**src/rtl/bs_port_endpoint_if.sv**
```systemverilog
// Bus and node signal bundle for one bs_gnrtr driver slot endpoint.
// The slave modport is the endpoint side; master is the bus/node environment.
interface bs_port_endpoint_if #(
  parameter int PCKG_SZ = 128,
  parameter int DEPTH   = 8
);
  localparam int CW = $clog2(DEPTH) + 1;

  logic               pndng;
  logic [PCKG_SZ-1:0] D_pop;
  logic               pop;
  logic               push;
  logic [PCKG_SZ-1:0] D_push;

  logic                  tx_wr;
  logic [7:0]            tx_target;
  logic [PCKG_SZ-33:0]   tx_payload;
  logic                  tx_full;
  logic [CW-1:0]         tx_cnt;

  logic               rx_rd;
  logic               rx_vld;
  logic [PCKG_SZ-1:0] rx_data;
  logic [CW-1:0]      rx_cnt;
  logic [15:0]        drop_cnt;
  logic [15:0]        ovf_cnt;

  modport slave (
    input  pop, push, D_push, tx_wr, tx_target, tx_payload, rx_rd,
    output pndng, D_pop, tx_full, tx_cnt, rx_vld, rx_data, rx_cnt, drop_cnt, ovf_cnt
  );

  modport master (
    output pop, push, D_push, tx_wr, tx_target, tx_payload, rx_rd,
    input  pndng, D_pop, tx_full, tx_cnt, rx_vld, rx_data, rx_cnt, drop_cnt, ovf_cnt
  );
endinterface

```
**src/rtl/bs_port_endpoint.sv**
```systemverilog
// Node-side endpoint for a bs_gnrtr driver slot: show-ahead TX FIFO toward the bus,
// address-filtered RX FIFO toward the node, with drop/overflow statistics.
module bs_port_endpoint #(
  parameter int         PCKG_SZ   = 128,
  parameter int         DEPTH     = 8,
  parameter logic [7:0] ID        = 8'd0,
  parameter logic [7:0] BROADCAST = 8'hFF
) (
  input logic               clk,
  input logic               reset,
  bs_port_endpoint_if.slave ep
);
  localparam int            AW       = $clog2(DEPTH);
  localparam int            CW       = AW + 1;
  localparam logic [CW-1:0] FULL_CNT = CW'(DEPTH);

  // ---------------- TX path ----------------
  logic [PCKG_SZ-1:0] r_tx_mem [DEPTH];
  logic [AW-1:0]      r_tx_wr_ptr;
  logic [AW-1:0]      r_tx_rd_ptr;
  logic [CW-1:0]      r_tx_cnt;
  logic [15:0]        r_tx_seq;

  logic               w_tx_full;
  logic               w_tx_wr_ok;
  logic               w_tx_pop_ok;
  logic [PCKG_SZ-1:0] w_tx_pkt;

  assign w_tx_full   = (r_tx_cnt == FULL_CNT);
  // A write while full is dropped even if a pop frees a slot in the same cycle.
  assign w_tx_wr_ok  = ep.tx_wr & ~w_tx_full;
  assign w_tx_pop_ok = ep.pop & (r_tx_cnt != '0);
  assign w_tx_pkt    = {ep.tx_target, ID, r_tx_seq, ep.tx_payload};

  always_ff @(posedge clk) begin
    if (w_tx_wr_ok) begin
      r_tx_mem[r_tx_wr_ptr] <= w_tx_pkt;
    end
  end

  always_ff @(posedge clk or negedge reset) begin
    if (!reset) begin
      r_tx_wr_ptr <= '0;
      r_tx_rd_ptr <= '0;
      r_tx_cnt    <= '0;
      r_tx_seq    <= '0;
    end else begin
      if (w_tx_wr_ok) begin
        r_tx_wr_ptr <= r_tx_wr_ptr + 1'b1;
        r_tx_seq    <= r_tx_seq + 16'd1;
      end
      if (w_tx_pop_ok) begin
        r_tx_rd_ptr <= r_tx_rd_ptr + 1'b1;
      end
      case ({w_tx_wr_ok, w_tx_pop_ok})
        2'b10:   r_tx_cnt <= r_tx_cnt + 1'b1;
        2'b01:   r_tx_cnt <= r_tx_cnt - 1'b1;
        default: r_tx_cnt <= r_tx_cnt;
      endcase
    end
  end

  assign ep.pndng   = (r_tx_cnt != '0);
  assign ep.D_pop   = (r_tx_cnt != '0) ? r_tx_mem[r_tx_rd_ptr] : '0;
  assign ep.tx_full = w_tx_full;
  assign ep.tx_cnt  = r_tx_cnt;

  // ---------------- RX path ----------------
  logic [PCKG_SZ-1:0] r_rx_mem [DEPTH];
  logic [AW-1:0]      r_rx_wr_ptr;
  logic [AW-1:0]      r_rx_rd_ptr;
  logic [CW-1:0]      r_rx_cnt;
  logic [15:0]        r_drop_cnt;
  logic [15:0]        r_ovf_cnt;

  logic [7:0] w_rx_target;
  logic [7:0] w_rx_source;
  logic       w_rx_accept;
  logic       w_rx_drop;
  logic       w_rx_rd_ok;
  logic       w_rx_wr_ok;
  logic       w_rx_ovf;

  assign w_rx_target = ep.D_push[PCKG_SZ-1:PCKG_SZ-8];
  assign w_rx_source = ep.D_push[PCKG_SZ-9:PCKG_SZ-16];
  // Broadcasts we sent ourselves come back on the bus and must not be re-delivered.
  assign w_rx_accept = ep.push & ((w_rx_target == ID) |
                                  ((w_rx_target == BROADCAST) & (w_rx_source != ID)));
  assign w_rx_drop   = ep.push & ~w_rx_accept;
  assign w_rx_rd_ok  = ep.rx_rd & (r_rx_cnt != '0);
  assign w_rx_wr_ok  = w_rx_accept & ((r_rx_cnt != FULL_CNT) | w_rx_rd_ok);
  assign w_rx_ovf    = w_rx_accept & ~w_rx_wr_ok;

  always_ff @(posedge clk) begin
    if (w_rx_wr_ok) begin
      r_rx_mem[r_rx_wr_ptr] <= ep.D_push;
    end
  end

  always_ff @(posedge clk or negedge reset) begin
    if (!reset) begin
      r_rx_wr_ptr <= '0;
      r_rx_rd_ptr <= '0;
      r_rx_cnt    <= '0;
      r_drop_cnt  <= '0;
      r_ovf_cnt   <= '0;
    end else begin
      if (w_rx_wr_ok) begin
        r_rx_wr_ptr <= r_rx_wr_ptr + 1'b1;
      end
      if (w_rx_rd_ok) begin
        r_rx_rd_ptr <= r_rx_rd_ptr + 1'b1;
      end
      case ({w_rx_wr_ok, w_rx_rd_ok})
        2'b10:   r_rx_cnt <= r_rx_cnt + 1'b1;
        2'b01:   r_rx_cnt <= r_rx_cnt - 1'b1;
        default: r_rx_cnt <= r_rx_cnt;
      endcase
      if (w_rx_drop && (r_drop_cnt != 16'hFFFF)) begin
        r_drop_cnt <= r_drop_cnt + 16'd1;
      end
      if (w_rx_ovf && (r_ovf_cnt != 16'hFFFF)) begin
        r_ovf_cnt <= r_ovf_cnt + 16'd1;
      end
    end
  end

  assign ep.rx_vld   = (r_rx_cnt != '0);
  assign ep.rx_data  = (r_rx_cnt != '0) ? r_rx_mem[r_rx_rd_ptr] : '0;
  assign ep.rx_cnt   = r_rx_cnt;
  assign ep.drop_cnt = r_drop_cnt;
  assign ep.ovf_cnt  = r_ovf_cnt;
endmodule

```
**src/flat_wrapper.sv**
```systemverilog
// flat-port wrapper written by rule: the top's interface ports become plain ports
module bs_port_endpoint_flat 
#(
  parameter int         PCKG_SZ   = 128,
  parameter int         DEPTH     = 8,
  parameter logic [7:0] ID        = 8'd0,
  parameter logic [7:0] BROADCAST = 8'hFF
)
  (clk, reset, ep_pop, ep_push, ep_D_push, ep_tx_wr, ep_tx_target, ep_tx_payload, ep_rx_rd, ep_pndng, ep_D_pop, ep_tx_full, ep_tx_cnt, ep_rx_vld, ep_rx_data, ep_rx_cnt, ep_drop_cnt, ep_ovf_cnt);
  bs_port_endpoint_if #(.PCKG_SZ(PCKG_SZ), .DEPTH(DEPTH)) ep_i ();
  input logic clk;
  input logic reset;
  input wire logic [$bits(ep_i.pop)-1:0] ep_pop;
  input wire logic [$bits(ep_i.push)-1:0] ep_push;
  input wire logic [$bits(ep_i.D_push)-1:0] ep_D_push;
  input wire logic [$bits(ep_i.tx_wr)-1:0] ep_tx_wr;
  input wire logic [$bits(ep_i.tx_target)-1:0] ep_tx_target;
  input wire logic [$bits(ep_i.tx_payload)-1:0] ep_tx_payload;
  input wire logic [$bits(ep_i.rx_rd)-1:0] ep_rx_rd;
  output wire logic [$bits(ep_i.pndng)-1:0] ep_pndng;
  output wire logic [$bits(ep_i.D_pop)-1:0] ep_D_pop;
  output wire logic [$bits(ep_i.tx_full)-1:0] ep_tx_full;
  output wire logic [$bits(ep_i.tx_cnt)-1:0] ep_tx_cnt;
  output wire logic [$bits(ep_i.rx_vld)-1:0] ep_rx_vld;
  output wire logic [$bits(ep_i.rx_data)-1:0] ep_rx_data;
  output wire logic [$bits(ep_i.rx_cnt)-1:0] ep_rx_cnt;
  output wire logic [$bits(ep_i.drop_cnt)-1:0] ep_drop_cnt;
  output wire logic [$bits(ep_i.ovf_cnt)-1:0] ep_ovf_cnt;
  assign ep_i.pop = ep_pop;
  assign ep_i.push = ep_push;
  assign ep_i.D_push = ep_D_push;
  assign ep_i.tx_wr = ep_tx_wr;
  assign ep_i.tx_target = ep_tx_target;
  assign ep_i.tx_payload = ep_tx_payload;
  assign ep_i.rx_rd = ep_rx_rd;
  assign ep_pndng = ep_i.pndng;
  assign ep_D_pop = ep_i.D_pop;
  assign ep_tx_full = ep_i.tx_full;
  assign ep_tx_cnt = ep_i.tx_cnt;
  assign ep_rx_vld = ep_i.rx_vld;
  assign ep_rx_data = ep_i.rx_data;
  assign ep_rx_cnt = ep_i.rx_cnt;
  assign ep_drop_cnt = ep_i.drop_cnt;
  assign ep_ovf_cnt = ep_i.ovf_cnt;
  bs_port_endpoint #(.PCKG_SZ(PCKG_SZ), .DEPTH(DEPTH), .ID(ID), .BROADCAST(BROADCAST)) u_core (.clk(clk), .reset(reset), .ep(ep_i));
endmodule
```
**config.mk**
```make
export PLATFORM = sky130hd
export DESIGN_NAME = bs_port_endpoint_flat
export DESIGN_NICKNAME = d
export VERILOG_FILES = /design/src/rtl/bs_port_endpoint_if.sv /design/src/rtl/bs_port_endpoint.sv /design/src/flat_wrapper.sv
export SDC_FILE = /design/constraint.sdc
export NUM_CORES = 2
export LEC_CHECK = 0
export ABC_AREA = 1
export BUFFER_PORTS_ARGS = -buffer_cell sky130_fd_sc_hd__buf_2
export CORE_MARGIN = 8
export CORE_UTILIZATION = 45
export DETAILED_ROUTE_END_ITERATION = 10
export SETUP_SLACK_MARGIN = 0.15
export SYNTH_ARGS = -nofsm -noshare
export SYNTH_HDL_FRONTEND = slang
export SYNTH_SLANG_ARGS = --single-unit
```
**constraint.sdc**
```tcl
create_clock -name clk -period 26.7 [get_ports clk]
set_input_delay 2.67 -clock clk [delete_from_list [all_inputs] [get_ports clk]]
set_output_delay 2.67 -clock clk [all_outputs]
set_load 0.005 [all_outputs]
```
==> impl_results.md <==
* Status: finished, final reports clean
* Final-report max-slew violation count at 0
* Sequential area share after synthesis at 0.765
* Worst Setup SP: u_core.r_rx_rd_ptr[0]$_DFFE_PN0P_
* Dpl ws at 19.27 ns
* Crit path time final at just over 8 ns
* Slowest-stage cell, CP: buf_4
* Leak at slightly above 30 nW
* Area delta synth->final at 14.1%
* Drc violations at 0
* Cell area after synthesis at around 80,000 µm²
* Power density over the cells at roughly 110 nW/µm²
* Postcts setup bufs at 0
* Fin area at about 91,000 µm²
* Critical Path Sink Type: output pin
* Core area at approximately 180,000 µm²
* Reg2reg setup slack at 22.93 ns
* TritonRoute pass-1 iters at 5
* Max-cap violation count at 0
* WL per Instance at around 22 µm
* Filler instances at between 15,000 and 20,000
* Via count at approximately 50,000
* Skew-Pair Late Insertion Delay at 0.84 ns
* Root buf cell: clkbuf_16
* Util after Layout at 0.515
* Worst EP arrival at 5.51 ns
* Synth async-reset ratio at 0.0331
* Rows at 155
* Commonest non-fill, non-tap cells in the layout: 1,984 x edfxtp_1, 1,532 x nor2_1, 1,032 x o21ai_0
* Worst vdd ir at around 0.13 mV
* Clk slew on worst S/H paths at 0.06 ns
* Worst Tran Pin Value at about 1.3 ns
* Hold Path Class: reg -> reg
* Layout cells sized above 1 at 0.139
* Number of synthesis warnings at 0
* Grt total ovfl at 0
* Leading cell type in the layout, fill and taps excluded: edfxtp_1
* Max incr delay on CP at a little over 1 ns
* Post-synth top flop: edfxtp_1
* Via density at ~5.5
* Port buffer count at approximately 530
* Tot Pwr at 9.98 mW
* Kind of critical path: reg -> out
* Initial core utilization at 0.451
* Post-DP HPWL at between 100 and 150 mm
* Count of hold-fix buffers inserted at cts at 0
* Max_slew headroom at 0.160
* Largest delay share family, worst path: buffers and inverters
* Final WL at slightly above 200 mm
* Crit-path cells: inv_16, buf_4, buf_4, nor2_1, o22ai_1, o21ai_0, a31oi_1, buf_2
* Clk buf depth at 3
* H-tree Lvls at 4
* Post-synthesis cell count at 6,103
* First-pass GRT wire length at slightly above 300 mm
* Syn Area/Cell at ~13 µm²
* TritonCTS clock tree: yes
* Largest net degree at the start of global routing at 291
* HP Start: u_core.ep.tx_cnt[0]$_DFFE_PN0P_
* Post-synth EDFFs at about 2,000
* Die ar. at roughly 190,000 µm²
* Sum Neg Setup Slack at 0 ns
* CP startpoint kind: flop
* Yosys cell types at between 40 and 50
* Post-route worst setup slack at 18.52 ns
* Clock sinks at just over 2,000
* Hold Slack at a little over 0.5 ns
* Final hold viol count at 0
* Crit-path most repeated cell: buf_4
* Chip height at around 440 µm
* Critical path buffers and inverters at 4
* Final setup viols at 0
* GRT Overall Usage at 0.204
* Chip width at ~440 µm
* Vias in the first global route at 48,500
* Dpl cells at 8,648
* ANT nets after route at 0
* Placed cell areas at between 80,000 and 90,000 µm²
* IO Count at between 500 and 600
* Final #Nets at ~6,800
* Fmax at 122 MHz
* #FFs+latches synth at approximately 2,100
* Critical Path Fanout Max at between 200 and 300
* Unrepaired setup endpoints after global routing: false
* DR iter-0 viols at 4,342
* Clock buffer count from CTS at 203
* WP data required at approximately 24 ns
* Period utilization at 0.306
* Post-CTS sizing at 0
* Initial antenna violation count at just under 70
* RD Place Congestion at roughly 0.77
* Fin cells at 9,055
* RR Startpoint: u_core.ep.tx_cnt[1]$_DFFE_PN0P_
* Worst Clk Skew at approximately 0.032 ns
-- power breakdown --
part	switching [mW]	internal, mW	leakage, nW	total (mW)
logic	2.21	1.01	8.54	3.22
registers	0.136	3.80	18.8	3.94
clock network	1.19	1.63	3.23	2.82
-- final cells by class --
cell class                      instances  area [µm²]  area share
Antenna cell                           32        80.1    0.000875
Clock buffer                          255        5410      0.0592
Clock inverter                        120        1190      0.0130
Inverter                               68         312     0.00341
Multi-Input combinational cell       3570       16900       0.185
Sequential cell                      2052       61300       0.670
Tap cell                             2355        2950      0.0322
Timing Repair Buffer                  603        3300      0.0360
-- registers in the layout (all words and copies together), names as in the netlist, 4 cells and up --
| signal | count |
|---|---|
| u_core.r_tx_mem | 960 |
| u_core.r_tx_seq | 16 |
| u_core.ep.drop_cnt | 16 |
| u_core.ep.tx_cnt | 4 |
| u_core.ep.rx_cnt | 4 |
| u_core.ep.ovf_cnt | 16 |
| u_core.r_rx_mem | 1024 |
-- final timing paths --
| path | endpoint | cells past startpoint |
|---|---|---|
| max in group asynchronous | u_core.r_rx_rd_ptr[0]$_DFFE_PN0P_ | 2 |
| max | ep_rx_data[32] | 8 |
| min reg2reg | u_core.ep.tx_cnt[0]$_DFFE_PN0P_ | 1 |
| max reg2reg | u_core.r_tx_mem[1][48]$_DFFE_PP_ | 8 |
| min in group asynchronous | u_core.r_tx_rd_ptr[1]$_DFFE_PN0P_ | 1 |
| min | u_core.ep.tx_cnt[0]$_DFFE_PN0P_ | 1 |
-- per-layer routing --
layer / share of wire / up-vias / GRT usage
li1: - / 23300 / -
met1: 0.41 / 24600 / 0.261
met2: 0.50 / 1428 / 0.351
met3: 0.059 / 360 / 0.0399
met4: 0.030 / 28 / 0.0659
met5: 0.00083 / - / 0
-- synth_stat cells (17+ instances only) --
cell	number	share of area
buf_4	17	0.0016
buf_1	22	0.0010
clkbuf_1	252	0.012
nand3_1	32	0.0020
o21ai_1	228	0.014
o21ai_0	1032	0.064
buf_2	127	0.0079
xnor2_1	17	0.0019
xor2_1	33	0.0036
nand2_1	123	0.0058
nor2_1	1540	0.072
dfrtp_1	68	0.021
edfxtp_1	1984	0.74
inv_1	60	0.0028
o22ai_1	248	0.019
a31oi_1	249	0.019
-- kinds of logic after synthesis --
family	Yosys count	share of synthesized area
flip-flops	2052	0.765
AO/OA/AOI/OAI	1759	0.118
AND/OR/NAND/NOR	1739	0.0839
buffers and inverters	488	0.0259
XOR/XNOR	50	0.00546
adder cells (fa/ha/maj)	14	0.00237
other	1	0.0000468
(Power assumes the default switching activity.)
